**config.mk**
```make
export PLATFORM = sky130hd
export DESIGN_NAME = smp8_sequencer_flat
export DESIGN_NICKNAME = d
export VERILOG_FILES = /design/src/rtl/smp8_mem_if.sv /design/src/rtl/smp8_sequencer.sv /design/src/flat_wrapper.sv
export SDC_FILE = /design/constraint.sdc
export NUM_CORES = 1
export LEC_CHECK = 0
export CAP_MARGIN = 15
export CORE_UTILIZATION = 40
export CTS_CLUSTER_SIZE = 28
export DETAILED_ROUTE_END_ITERATION = 8
export PLACE_DENSITY = 0.69
export SLEW_MARGIN = 40
export SYNTH_ARGS = -nofsm -noshare
export SYNTH_HDL_FRONTEND = slang
export SYNTH_SLANG_ARGS = --single-unit
```
**constraint.sdc**
```tcl
create_clock -name i_clk -period 2 [get_ports i_clk]
set_input_delay 0.2 -clock i_clk [delete_from_list [all_inputs] [get_ports i_clk]]
set_output_delay 0.2 -clock i_clk [all_outputs]
set_load 0.01 [all_outputs]
```
**src/rtl/smp8_mem_if.sv**
```systemverilog
// SMP8 memory port: one outstanding request, held until ready.
interface smp8_mem_if #(
    parameter int unsigned AW = 8
) ();
    logic          req;
    logic          we;
    logic [AW-1:0] addr;
    logic [7:0]    rdata;
    logic          ready;

    modport master (output req, output we, output addr, input rdata, input ready);
    modport slave  (input req, input we, input addr, output rdata, output ready);
endinterface

```
**src/rtl/smp8_sequencer.sv**
```systemverilog
// SMP8 fetch/decode/execute sequencer: owns PC/IR/AR, arbitrates the memory port between
// instruction fetch and data access, and turns decoder levels into one-cycle strobes.
module smp8_sequencer #(
    parameter int unsigned AW       = 8,
    parameter int unsigned RESET_PC = 0,
    parameter int unsigned MAX_WAIT = 15
) (
    input  logic          i_clk,
    input  logic          i_rst_n,
    input  logic          i_run,
    smp8_mem_if.master    mem,
    output logic [3:0]    o_op,
    input  logic          i_nop,
    input  logic          i_load,
    input  logic          i_store,
    input  logic          i_mva,
    input  logic          i_mvr,
    input  logic          i_jump,
    output logic          o_exec_en,
    output logic          o_acc_ld,
    output logic [7:0]    o_mdr,
    output logic [AW-1:0] o_pc,
    output logic          o_busy,
    output logic          o_bus_err
);
    localparam int unsigned WW = (MAX_WAIT < 2) ? 1 : $clog2(MAX_WAIT + 1);

    typedef enum logic [2:0] {
        StIdle, StFetch, StDecode, StOperand, StMemacc, StExec
    } state_t;

    state_t        r_state;
    state_t        w_state_d;
    logic [AW-1:0] r_pc;
    logic [AW-1:0] r_ar;
    logic [7:0]    r_ir;
    logic [7:0]    r_mdr;
    logic [WW-1:0] r_wait;
    logic          r_bus_err;

    logic          w_req;
    logic          w_done;
    logic          w_timeout;
    logic          w_has_operand;
    logic          w_mem_op;
    logic          w_unused;

    assign w_req     = (r_state == StFetch) || (r_state == StOperand) || (r_state == StMemacc);
    assign w_done    = w_req && mem.ready;
    assign w_timeout = w_req && !mem.ready && (r_wait == WW'(MAX_WAIT - 1));

    // LDAC/STAC and the three jump opcodes carry an address byte
    assign w_has_operand = (o_op == 4'd1) || (o_op == 4'd2) || (o_op == 4'd5) ||
                           (o_op == 4'd6) || (o_op == 4'd7);
    assign w_mem_op      = (o_op == 4'd1) || (o_op == 4'd2);

    // MVAC/MOVR only steer the datapath; the opcode low nibble is unused by this core
    assign w_unused = ^{i_mva, i_mvr, r_ir[3:0]};

    always_ff @(posedge i_clk or negedge i_rst_n) begin
        if (!i_rst_n) begin
            r_state <= StIdle;
        end else begin
            r_state <= w_state_d;
        end
    end

    always_comb begin
        w_state_d = r_state;
        unique case (r_state)
            StIdle:    if (i_run && !r_bus_err) w_state_d = StFetch;
            StFetch: begin
                if (w_done)         w_state_d = StDecode;
                else if (w_timeout) w_state_d = StIdle;
            end
            StDecode:  w_state_d = w_has_operand ? StOperand : StExec;
            StOperand: begin
                if (w_done)         w_state_d = w_mem_op ? StMemacc : StExec;
                else if (w_timeout) w_state_d = StIdle;
            end
            StMemacc: begin
                if (w_done)         w_state_d = StExec;
                else if (w_timeout) w_state_d = StIdle;
            end
            StExec:    w_state_d = i_run ? StFetch : StIdle;
            default:   w_state_d = StIdle;
        endcase
    end

    always_ff @(posedge i_clk or negedge i_rst_n) begin
        if (!i_rst_n) begin
            r_pc      <= AW'(RESET_PC);
            r_ar      <= '0;
            r_ir      <= '0;
            r_mdr     <= '0;
            r_wait    <= '0;
            r_bus_err <= 1'b0;
        end else begin
            // Counts unacknowledged cycles of the current request only
            if (w_req && !mem.ready) r_wait <= r_wait + WW'(1);
            else                     r_wait <= '0;
            if (w_timeout) r_bus_err <= 1'b1;
            case (r_state)
                StFetch: if (mem.ready) begin
                    r_ir <= mem.rdata;
                    r_pc <= r_pc + AW'(1);
                end
                StOperand: if (mem.ready) begin
                    r_ar <= AW'(mem.rdata);
                    r_pc <= r_pc + AW'(1);
                end
                StMemacc: if (mem.ready && !i_store) r_mdr <= mem.rdata;
                StExec:   if (i_jump) r_pc <= r_ar;
                default: ;
            endcase
        end
    end

    always_comb begin
        mem.req   = w_req;
        mem.addr  = (r_state == StMemacc) ? r_ar : r_pc;
        mem.we    = (r_state == StMemacc) && i_store;
        o_op      = r_ir[7:4];
        o_exec_en = (r_state == StExec) && !i_nop && !i_load && !i_store;
        o_acc_ld  = (r_state == StExec) && i_load;
        o_mdr     = r_mdr;
        o_pc      = r_pc;
        o_busy    = (r_state != StIdle);
        o_bus_err = r_bus_err;
    end
endmodule

```
**src/flat_wrapper.sv**
```systemverilog
// flat-port wrapper written by rule: the top's interface ports become plain ports
module smp8_sequencer_flat 
#(
    parameter int unsigned AW       = 8,
    parameter int unsigned RESET_PC = 0,
    parameter int unsigned MAX_WAIT = 15
)
  (i_clk, i_rst_n, i_run, o_op, i_nop, i_load, i_store, i_mva, i_mvr, i_jump, o_exec_en, o_acc_ld, o_mdr, o_pc, o_busy, o_bus_err, mem_req, mem_we, mem_addr, mem_rdata, mem_ready);
  smp8_mem_if #(.AW(AW)) mem_i ();
  input  logic i_clk;
  input  logic i_rst_n;
  input  logic i_run;
  output logic [3:0] o_op;
  input  logic i_nop;
  input  logic i_load;
  input  logic i_store;
  input  logic i_mva;
  input  logic i_mvr;
  input  logic i_jump;
  output logic o_exec_en;
  output logic o_acc_ld;
  output logic [7:0] o_mdr;
  output logic [AW-1:0] o_pc;
  output logic o_busy;
  output logic o_bus_err;
  output wire logic [$bits(mem_i.req)-1:0] mem_req;
  output wire logic [$bits(mem_i.we)-1:0] mem_we;
  output wire logic [$bits(mem_i.addr)-1:0] mem_addr;
  input wire logic [$bits(mem_i.rdata)-1:0] mem_rdata;
  input wire logic [$bits(mem_i.ready)-1:0] mem_ready;
  assign mem_req = mem_i.req;
  assign mem_we = mem_i.we;
  assign mem_addr = mem_i.addr;
  assign mem_i.rdata = mem_rdata;
  assign mem_i.ready = mem_ready;
  smp8_sequencer #(.AW(AW), .RESET_PC(RESET_PC), .MAX_WAIT(MAX_WAIT)) u_core (.i_clk(i_clk), .i_rst_n(i_rst_n), .i_run(i_run), .mem(mem_i), .o_op(o_op), .i_nop(i_nop), .i_load(i_load), .i_store(i_store), .i_mva(i_mva), .i_mvr(i_mvr), .i_jump(i_jump), .o_exec_en(o_exec_en), .o_acc_ld(o_acc_ld), .o_mdr(o_mdr), .o_pc(o_pc), .o_busy(o_busy), .o_bus_err(o_bus_err));
endmodule
```
==> results of run 1 <==
## cells in the mapped netlist, types with 2 or more instances
cell type	instances	share of area (%)
ha_1	3	2.0
nand2_1	8	1.6
nor2_1	9	1.8
o21ai_0	12	3.2
mux2i_1	2	1.1
and3_1	2	0.67
dfrtp_1	36	49
a2bb2oi_1	2	0.94
mux2_2	27	16
inv_1	2	0.41
and2_1	2	0.67
nand2b_1	3	1.0
a21oi_1	10	2.7
buf_2	6	1.6
o22ai_1	2	0.67
xnor2_1	2	0.94
nand3_1	7	1.9
nand3b_1	2	0.81
and3b_1	3	1.4
nor2b_1	4	1.3
## state kept, by name, indices dropped and copies added, names as in the netlist
register          flops
u_core.o_pc           8
u_core.r_state        3
u_core.r_ir           4
u_core.o_mdr          8
u_core.r_ar           8
u_core.r_wait         4
u_core.o_bus_err      1
## final timing paths
check,start,end,slack [ns],depth (start not counted)
max in group asynchronous,i_rst_n,u_core.o_mdr[7],1.34,2
max,u_core.r_state[1],mem_addr[5],0.04,5
min reg2reg,u_core.r_wait[0],u_core.r_wait[0],0.49,1
min in group i_clk,u_core.r_wait[0],u_core.r_wait[0],0.49,1
max reg2reg,u_core.r_state[1],u_core.o_mdr[1],0.31,6
min,i_rst_n,u_core.r_wait[3],0.33,2
## metal layers
layer	global-route usage [%]	part of all wire [%]
met5	0	0
met3	3.03	3.4
met1	26.0	48
met4	6.00	0.68
met2	27.7	48
## stage by stage
stage	utilization, %	hold slack (ns)	instances	instance area, um2	setup slack (ns)
floorplan	-	-0.0956	167	1850	0.534
global placement	55.1	0.478	268	2430	0.134
detailed placement	55.1	0.485	268	2430	0.147
CTS	57.5	0.347	279	2540	0.0135
global route	57.4	0.378	280	2530	-0.00258
finish	57.4	0.331	280	2530	0.0388
## layout by cell type (no fill, tap or decap), types with 4 or more instances in the layout
cell	synthesis	layout
nor2b_1	4	4
nand2_1	8	8
dlygate4sd2_1	0	7
buf_4	1	10
o21ai_0	12	12
clkbuf_8	0	5
clkdlybuf4s50_1	0	38
mux2_2	27	27
nand3_1	7	7
nor2_1	9	9
dfrtp_1	36	36
a21oi_1	10	10
## power groups by stage
stage	logic [mW]	registers, mW	clock network (mW)
global route	1.89	1.40	0.551
floorplan	0.902	1.37	0
finish	1.74	1.35	0.511
global placement	1.77	1.35	0
CTS	1.76	1.35	0.524
detailed placement	1.80	1.36	0
## timing repair
action,CTS,global route
pin swaps,0,0
gates resized for setup,17,3
endpoints found under the setup margin,10,4
setup buffers,3,1
## cells by family after synthesis
family / after synthesis / synth area share [%]
AOI/OAI and AO/OA: 33 / 10.3
xor gates and xnor gates: 3 / 1.42
adders and majority gates: 3 / 2.02
buffers and inverters: 10 / 3.04
DFF: 36 / 48.6
muxes: 29 / 17.5
and+or+nand+nor: 53 / 17.1
## final cells by class
cell class	instances	area share (%)
Tap cell	52	2.57
Clock inverter	3	0.741
Inverter	2	0.296
Timing Repair Buffer	61	22.7
Multi-Input combinational cell	121	35.4
Sequential cell	36	35.6
Clock buffer	5	2.72
==> impl_metrics.prom, run 1 <==
# TYPE chip_impl_metric gauge
chip_impl_metric{name="io-pin-count",unit=""} 52
chip_impl_metric{name="dp_hpwl",unit="um"} 2990
chip_impl_metric{name="ys_seq_area_share",unit="%"} 48.6
chip_impl_metric{name="die_w",unit="um"} 70.1
chip_impl_metric{name="max_freq",unit="MHz"} 510
chip_impl_metric{name="antenna-diode-count",unit=""} 0
chip_impl_metric{name="clkSlewWorstSetupHoldPaths",unit="ns"} 0.07
chip_impl_metric{name="max_cap_violations",unit=""} 0
chip_impl_metric{name="port_buffers",unit=""} 49
chip_impl_metric{name="regArea",unit="um2"} 901
chip_impl_metric{name="relSlewSlack",unit="%"} 68.9
chip_impl_metric{name="worst-path-max-fanout",unit=""} 6
chip_impl_metric{name="p_leak",unit="nW"} 1.12
chip_impl_metric{name="dieHeight",unit="um"} 70.1
chip_impl_metric{name="cts_inserted_buffers",unit=""} 5
chip_impl_metric{name="route.final.wire_length",unit="um"} 4100
chip_impl_metric{name="synthDistinctLibCells",unit=""} 43
chip_impl_metric{name="grt_pass1_vias",unit=""} 1414
chip_impl_metric{name="ys_seq_elements",unit=""} 36
chip_impl_metric{name="drtPass1Iterations",unit=""} 4
chip_impl_metric{name="clock_sink_count",unit=""} 36
chip_impl_metric{name="tightest_slew",unit="ns"} 0.466
chip_impl_metric{name="timing.critical_path.slowest_cell_delay",unit="ns"} 0.41
chip_impl_metric{name="num-fill-cells",unit=""} 412
chip_impl_metric{name="totalPowerFinal",unit="mW"} 3.60
chip_impl_metric{name="clockPowerShare",unit="%"} 14.2
chip_impl_metric{name="antenna_left",unit=""} 0
chip_impl_metric{name="p_per_area",unit="nW/um2"} 1420
chip_impl_info{name="critical_path.cell_chain",value="nor3b_2 -> buf_12 -> buf_6 -> mux2_2 -> clkdlybuf4s15_2"} 1
chip_impl_info{name="rsz_0062_raised_after_global_routing",value="yes"} 1
chip_impl_metric{name="core.rowCount",unit=""} 24
chip_impl_metric{name="antenna_found_initial",unit=""} 0
chip_impl_metric{name="mappedNetlistNets",unit=""} 188
chip_impl_metric{name="syn_avg_cell_area",unit="um2"} 11.1
chip_impl_info{name="crit_path_capture_type",value="output port"} 1
chip_impl_metric{name="final_net_count",unit=""} 248
chip_impl_info{name="tritoncts",value="built"} 1
chip_impl_metric{name="globalRouteTotalUtil",unit="%"} 18.1
chip_impl_metric{name="number_of_hold_violations_in_the_final_report",unit=""} 0
chip_impl_metric{name="vias",unit=""} 1488
chip_impl_metric{name="synth-edff-count",unit=""} 0
chip_impl_metric{name="core",unit="um2"} 4410
chip_impl_metric{name="comb_power_share",unit="%"} 48.3
chip_impl_metric{name="initial_standard_cell_utilization_of_the_core",unit="%"} 42.0
chip_impl_metric{name="clkLatencyLatePin",unit="ns"} 0.28
chip_impl_metric{name="drive_gt1_share",unit="%"} 25.4
chip_impl_metric{name="drc_errors",unit=""} 0
chip_impl_metric{name="setup_tns",unit="ns"} 0
chip_impl_metric{name="drt-initial-drc-count",unit=""} 98
chip_impl_metric{name="routedWlPerCell",unit="um"} 14.7
chip_impl_info{name="postSynth.topFlopCell",value="dfrtp_1"} 1
chip_impl_info{name="outcome",value="finished clean"} 1
chip_impl_metric{name="grt_start_max_net_pins",unit=""} 37
chip_impl_metric{name="proportion_of_register_bits_with_asynchronous_set_or_reset_after_synthesis",unit="%"} 100
chip_impl_metric{name="number_of_buffers_inserted_for_hold_repair_after_clock_tree_synthesis",unit=""} 0
chip_impl_metric{name="mappedNetlistArea",unit="um2"} 1850
chip_impl_info{name="cp_top_family",value="buffers and inverters"} 1
chip_impl_metric{name="skew",unit="ns"} 0.00310
chip_impl_info{name="timing.hold.worst.class",value="in -> async"} 1
chip_impl_metric{name="clock_path_buffers",unit=""} 2
chip_impl_info{name="root_buffer",value="clkbuf_8"} 1
chip_impl_metric{name="swShare",unit="%"} 36.5
chip_impl_metric{name="min_period_over_period",unit="%"} 98.1
chip_impl_metric{name="multiInputGateArea",unit="um2"} 897
chip_impl_metric{name="timing.critical_path.required",unit="ns"} 1.80
chip_impl_metric{name="cell_count_after_synthesis",unit=""} 167
chip_impl_info{name="worst_path_max_delay_cell",value="dfrtp_1"} 1
chip_impl_metric{name="worst_ep_arrival_time",unit="ns"} 1.76
chip_impl_metric{name="dieArea",unit="um2"} 4910
chip_impl_metric{name="peakVddDrop",unit="uV"} 658
chip_impl_metric{name="flow.area_growth_from_synthesis",unit="%"} 36.6
chip_impl_metric{name="worstPathBufferInverterCount",unit=""} 3
chip_impl_metric{name="gp_routability_congestion",unit=""} 0.753
chip_impl_metric{name="sequentialPowerShare",unit="%"} 37.5
chip_impl_metric{name="ys_warn_count",unit=""} 0
chip_impl_metric{name="min_period",unit="ns"} 1.96
chip_impl_metric{name="grt_first_pass_wirelength",unit="um"} 7020
chip_impl_info{name="worstSetupStartpointType",value="register"} 1
chip_impl_info{name="type_of_the_setup_path_with_the_least_slack",value="reg -> out"} 1
chip_impl_metric{name="setup-violations-final",unit=""} 0
chip_impl_metric{name="globalRouteOverflowTotal",unit=""} 0
chip_impl_metric{name="vias_per_cell",unit=""} 5.31
chip_impl_metric{name="timing.final.max_slew_violations",unit=""} 0
chip_impl_metric{name="internal_power",unit="mW"} 2.28
chip_impl_metric{name="switchingPower",unit="mW"} 1.31
chip_impl_metric{name="cts.htree.levels",unit=""} 2
No activity file was read; power rests on OpenSTA's default activity.
==> inputs of run 2 (changes only) <==
==> constraint.sdc (replaced) <==
create_clock -name i_clk -period 2.5 [get_ports i_clk]
set_input_delay 0.25 -clock i_clk [delete_from_list [all_inputs] [get_ports i_clk]]
set_output_delay 0.25 -clock i_clk [all_outputs]
set_load 0.01 [all_outputs]
==> impl_metrics.prom, run 2 (synthesis gave the netlist of run 1 again) <==
# TYPE chip_impl_metric gauge
chip_impl_metric{name="routedWlPerCell",unit="um"} 14.9
chip_impl_metric{name="flow.area_growth_from_synthesis",unit="%"} 35.4
chip_impl_info{name="leading_cell_type_in_the_layout_fill_and_taps_excluded",value="clkdlybuf4s50_1"} 1
chip_impl_metric{name="dieHeight",unit="um"} 70.1
chip_impl_metric{name="antenna_found_initial",unit=""} 0
chip_impl_metric{name="post_cts_buffers",unit=""} 0
chip_impl_metric{name="internal_power",unit="mW"} 1.94
chip_impl_metric{name="timing.final.max_slew_violations",unit=""} 0
chip_impl_metric{name="min_period_over_period",unit="%"} 96.5
chip_impl_metric{name="dieArea",unit="um2"} 4910
chip_impl_metric{name="swShare",unit="%"} 34.8
chip_impl_metric{name="max_cap_violations",unit=""} 0
chip_impl_metric{name="globalRouteTotalUtil",unit="%"} 17.9
chip_impl_metric{name="switchingPower",unit="mW"} 1.04
chip_impl_metric{name="p_leak",unit="nW"} 1.06
chip_impl_info{name="root_buffer",value="clkbuf_8"} 1
chip_impl_metric{name="grt_pass1_vias",unit=""} 1419
chip_impl_metric{name="comb_power_share",unit="%"} 45.6
chip_impl_metric{name="vias_per_cell",unit=""} 5.32
chip_impl_metric{name="drc_errors",unit=""} 0
chip_impl_metric{name="peakVddDrop",unit="uV"} 561
chip_impl_metric{name="grt_start_max_net_pins",unit=""} 37
chip_impl_metric{name="vias",unit=""} 1446
chip_impl_metric{name="final_net_count",unit=""} 240
chip_impl_metric{name="drive_gt1_share",unit="%"} 21.4
chip_impl_metric{name="p_per_area",unit="nW/um2"} 1190
chip_impl_metric{name="clkLatencyLatePin",unit="ns"} 0.28
chip_impl_metric{name="dp_hpwl",unit="um"} 2940
chip_impl_info{name="outcome",value="finished clean"} 1
chip_impl_info{name="type_of_the_setup_path_with_the_least_slack",value="reg -> out"} 1
chip_impl_metric{name="grt_first_pass_wirelength",unit="um"} 6880
chip_impl_metric{name="num-fill-cells",unit=""} 407
chip_impl_metric{name="relSlewSlack",unit="%"} 70.2
chip_impl_metric{name="drtPass1Iterations",unit=""} 4
chip_impl_info{name="cp_top_family",value="buffers and inverters"} 1
chip_impl_info{name="crit_path_capture_type",value="output port"} 1
chip_impl_metric{name="clockPowerShare",unit="%"} 17.0
chip_impl_metric{name="drt-initial-drc-count",unit=""} 71
chip_impl_metric{name="core.rowCount",unit=""} 24
chip_impl_metric{name="number_of_buffers_inserted_for_hold_repair_after_clock_tree_synthesis",unit=""} 0
chip_impl_metric{name="worst-path-max-fanout",unit=""} 12
chip_impl_metric{name="core",unit="um2"} 4410
chip_impl_metric{name="antenna_left",unit=""} 0
chip_impl_info{name="timing.hold.worst.class",value="in -> async"} 1
chip_impl_metric{name="die_w",unit="um"} 70.1
chip_impl_metric{name="tightest_slew",unit="ns"} 0.444
chip_impl_metric{name="max_freq",unit="MHz"} 415
chip_impl_metric{name="route.final.wire_length",unit="um"} 4050
chip_impl_metric{name="clock_path_buffers",unit=""} 2
chip_impl_metric{name="reg2reg_setup_slack",unit="ns"} 0.84
chip_impl_metric{name="sequentialPowerShare",unit="%"} 37.4
chip_impl_info{name="tritoncts",value="built"} 1
chip_impl_metric{name="postLayoutCellArea",unit="um2"} 2510
chip_impl_metric{name="cts.htree.levels",unit=""} 2
chip_impl_metric{name="multiInputGateArea",unit="um2"} 903
chip_impl_info{name="layout_common_cells",value="clkdlybuf4s50_1, dfrtp_1, mux2_2"} 1
chip_impl_info{name="worst_path_max_delay_cell",value="dfrtp_1"} 1
chip_impl_metric{name="clock_sink_count",unit=""} 36
chip_impl_metric{name="worstPathBufferInverterCount",unit=""} 2
chip_impl_metric{name="skew",unit="ns"} 0.00298
chip_impl_metric{name="globalRouteOverflowTotal",unit=""} 0
chip_impl_metric{name="timing.critical_path.required",unit="ns"} 2.25
chip_impl_metric{name="setup-violations-final",unit=""} 0
chip_impl_metric{name="io-pin-count",unit=""} 52
chip_impl_metric{name="min_period",unit="ns"} 2.41
chip_impl_metric{name="gp_routability_congestion",unit=""} 0.739
chip_impl_metric{name="cts_inserted_buffers",unit=""} 5
chip_impl_metric{name="postPlaceCellArea",unit="um2"} 2390
chip_impl_metric{name="initial_standard_cell_utilization_of_the_core",unit="%"} 42.0
chip_impl_metric{name="worst_ep_arrival_time",unit="ns"} 2.16
chip_impl_metric{name="port_buffers",unit=""} 49
chip_impl_metric{name="clkSlewWorstSetupHoldPaths",unit="ns"} 0.07
chip_impl_metric{name="antenna-diode-count",unit=""} 0
chip_impl_metric{name="number_of_hold_violations_in_the_final_report",unit=""} 0
chip_impl_info{name="rsz_0062_raised_after_global_routing",value="no"} 1
chip_impl_metric{name="timing.critical_path.slowest_cell_delay",unit="ns"} 0.51
chip_impl_info{name="worstSetupStartpointType",value="register"} 1
chip_impl_metric{name="setup_tns",unit="ns"} 0
chip_impl_info{name="critical_path.cell_chain",value="nor3b_4 -> buf_4 -> mux2_2 -> clkdlybuf4s50_1"} 1
chip_impl_metric{name="regArea",unit="um2"} 902
## run 2: cell type report
cell class,count,share of cell area (%)
multi-input cells,121,36.0
flip-flops and latches,36,35.9
repair buffers,53,20.7
clock buffers,5,2.74
well taps,52,2.59
clock inverters,3,1.69
inverters,2,0.299
## run 2: repair_timing
| item | CTS | global route |
|---|---|---|
| endpoints found under the setup margin | 1 | 7 |
| pin swaps | 0 | 0 |
| resized for setup | 1 | 1 |
## run 2: layer usage
layer	track usage, %	vias up	share of wire [%]
li1	-	702	-
met5	0	-	0
met3	3.46	4	3.4
met4	6.89	0	1.1
met1	23.1	707	46
met2	29.6	33	49
## run 2: path summary, 6_finish.rpt
check,from,cells after the start,end
min,i_rst_n,2,u_core.o_bus_err
max in group asynchronous,i_rst_n,2,u_core.r_state[2]
min reg2reg,u_core.r_wait[0],1,u_core.r_wait[0]
max,u_core.r_state[0],4,mem_addr[5]
min in group i_clk,u_core.r_wait[0],1,u_core.r_wait[0]
max reg2reg,u_core.r_state[0],4,u_core.r_ir[4]
## run 2: through the flow
| stage | utilization (%) | power (mW) | setup WS [ns] | std cells | hold WS [ns] |
|---|---|---|---|---|---|
| 6_report | 56.9 | 2.98 | 0.0879 | 272 | 0.380 |
| 5_1_grt | 56.9 | 3.19 | 0.0258 | 272 | 0.431 |
| 4_1_cts | 56.8 | 3.02 | 0.0480 | 272 | 0.402 |
| 3_5_place_dp | 54.2 | 2.48 | 0.324 | 264 | 0.492 |
| 3_3_place_gp | 54.2 | 2.46 | 0.344 | 264 | 0.478 |
| 2_1_floorplan | - | 1.82 | 0.984 | 167 | -0.0456 |
## run 2: power groups by stage
stage	Clock, mW	Sequential, mW	Combinational (mW)
CTS	0.524	1.11	1.38
global placement	0	1.11	1.34
finish	0.506	1.11	1.36
floorplan	0	1.09	0.722
detailed placement	0	1.12	1.37
global route	0.546	1.16	1.48
==> inputs of run 3 (changes only) <==
--- a/config.mk
+++ b/config.mk
@@ -7,7 +7,7 @@
 export LEC_CHECK = 0
 export CAP_MARGIN = 15
 export CORE_UTILIZATION = 40
-export CTS_CLUSTER_SIZE = 28
+export CTS_CLUSTER_SIZE = 25
 export DETAILED_ROUTE_END_ITERATION = 8
 export PLACE_DENSITY = 0.69
 export SLEW_MARGIN = 40
==> results of run 3 <==
Final layout, timing and power as in run 2 (identical DEF).
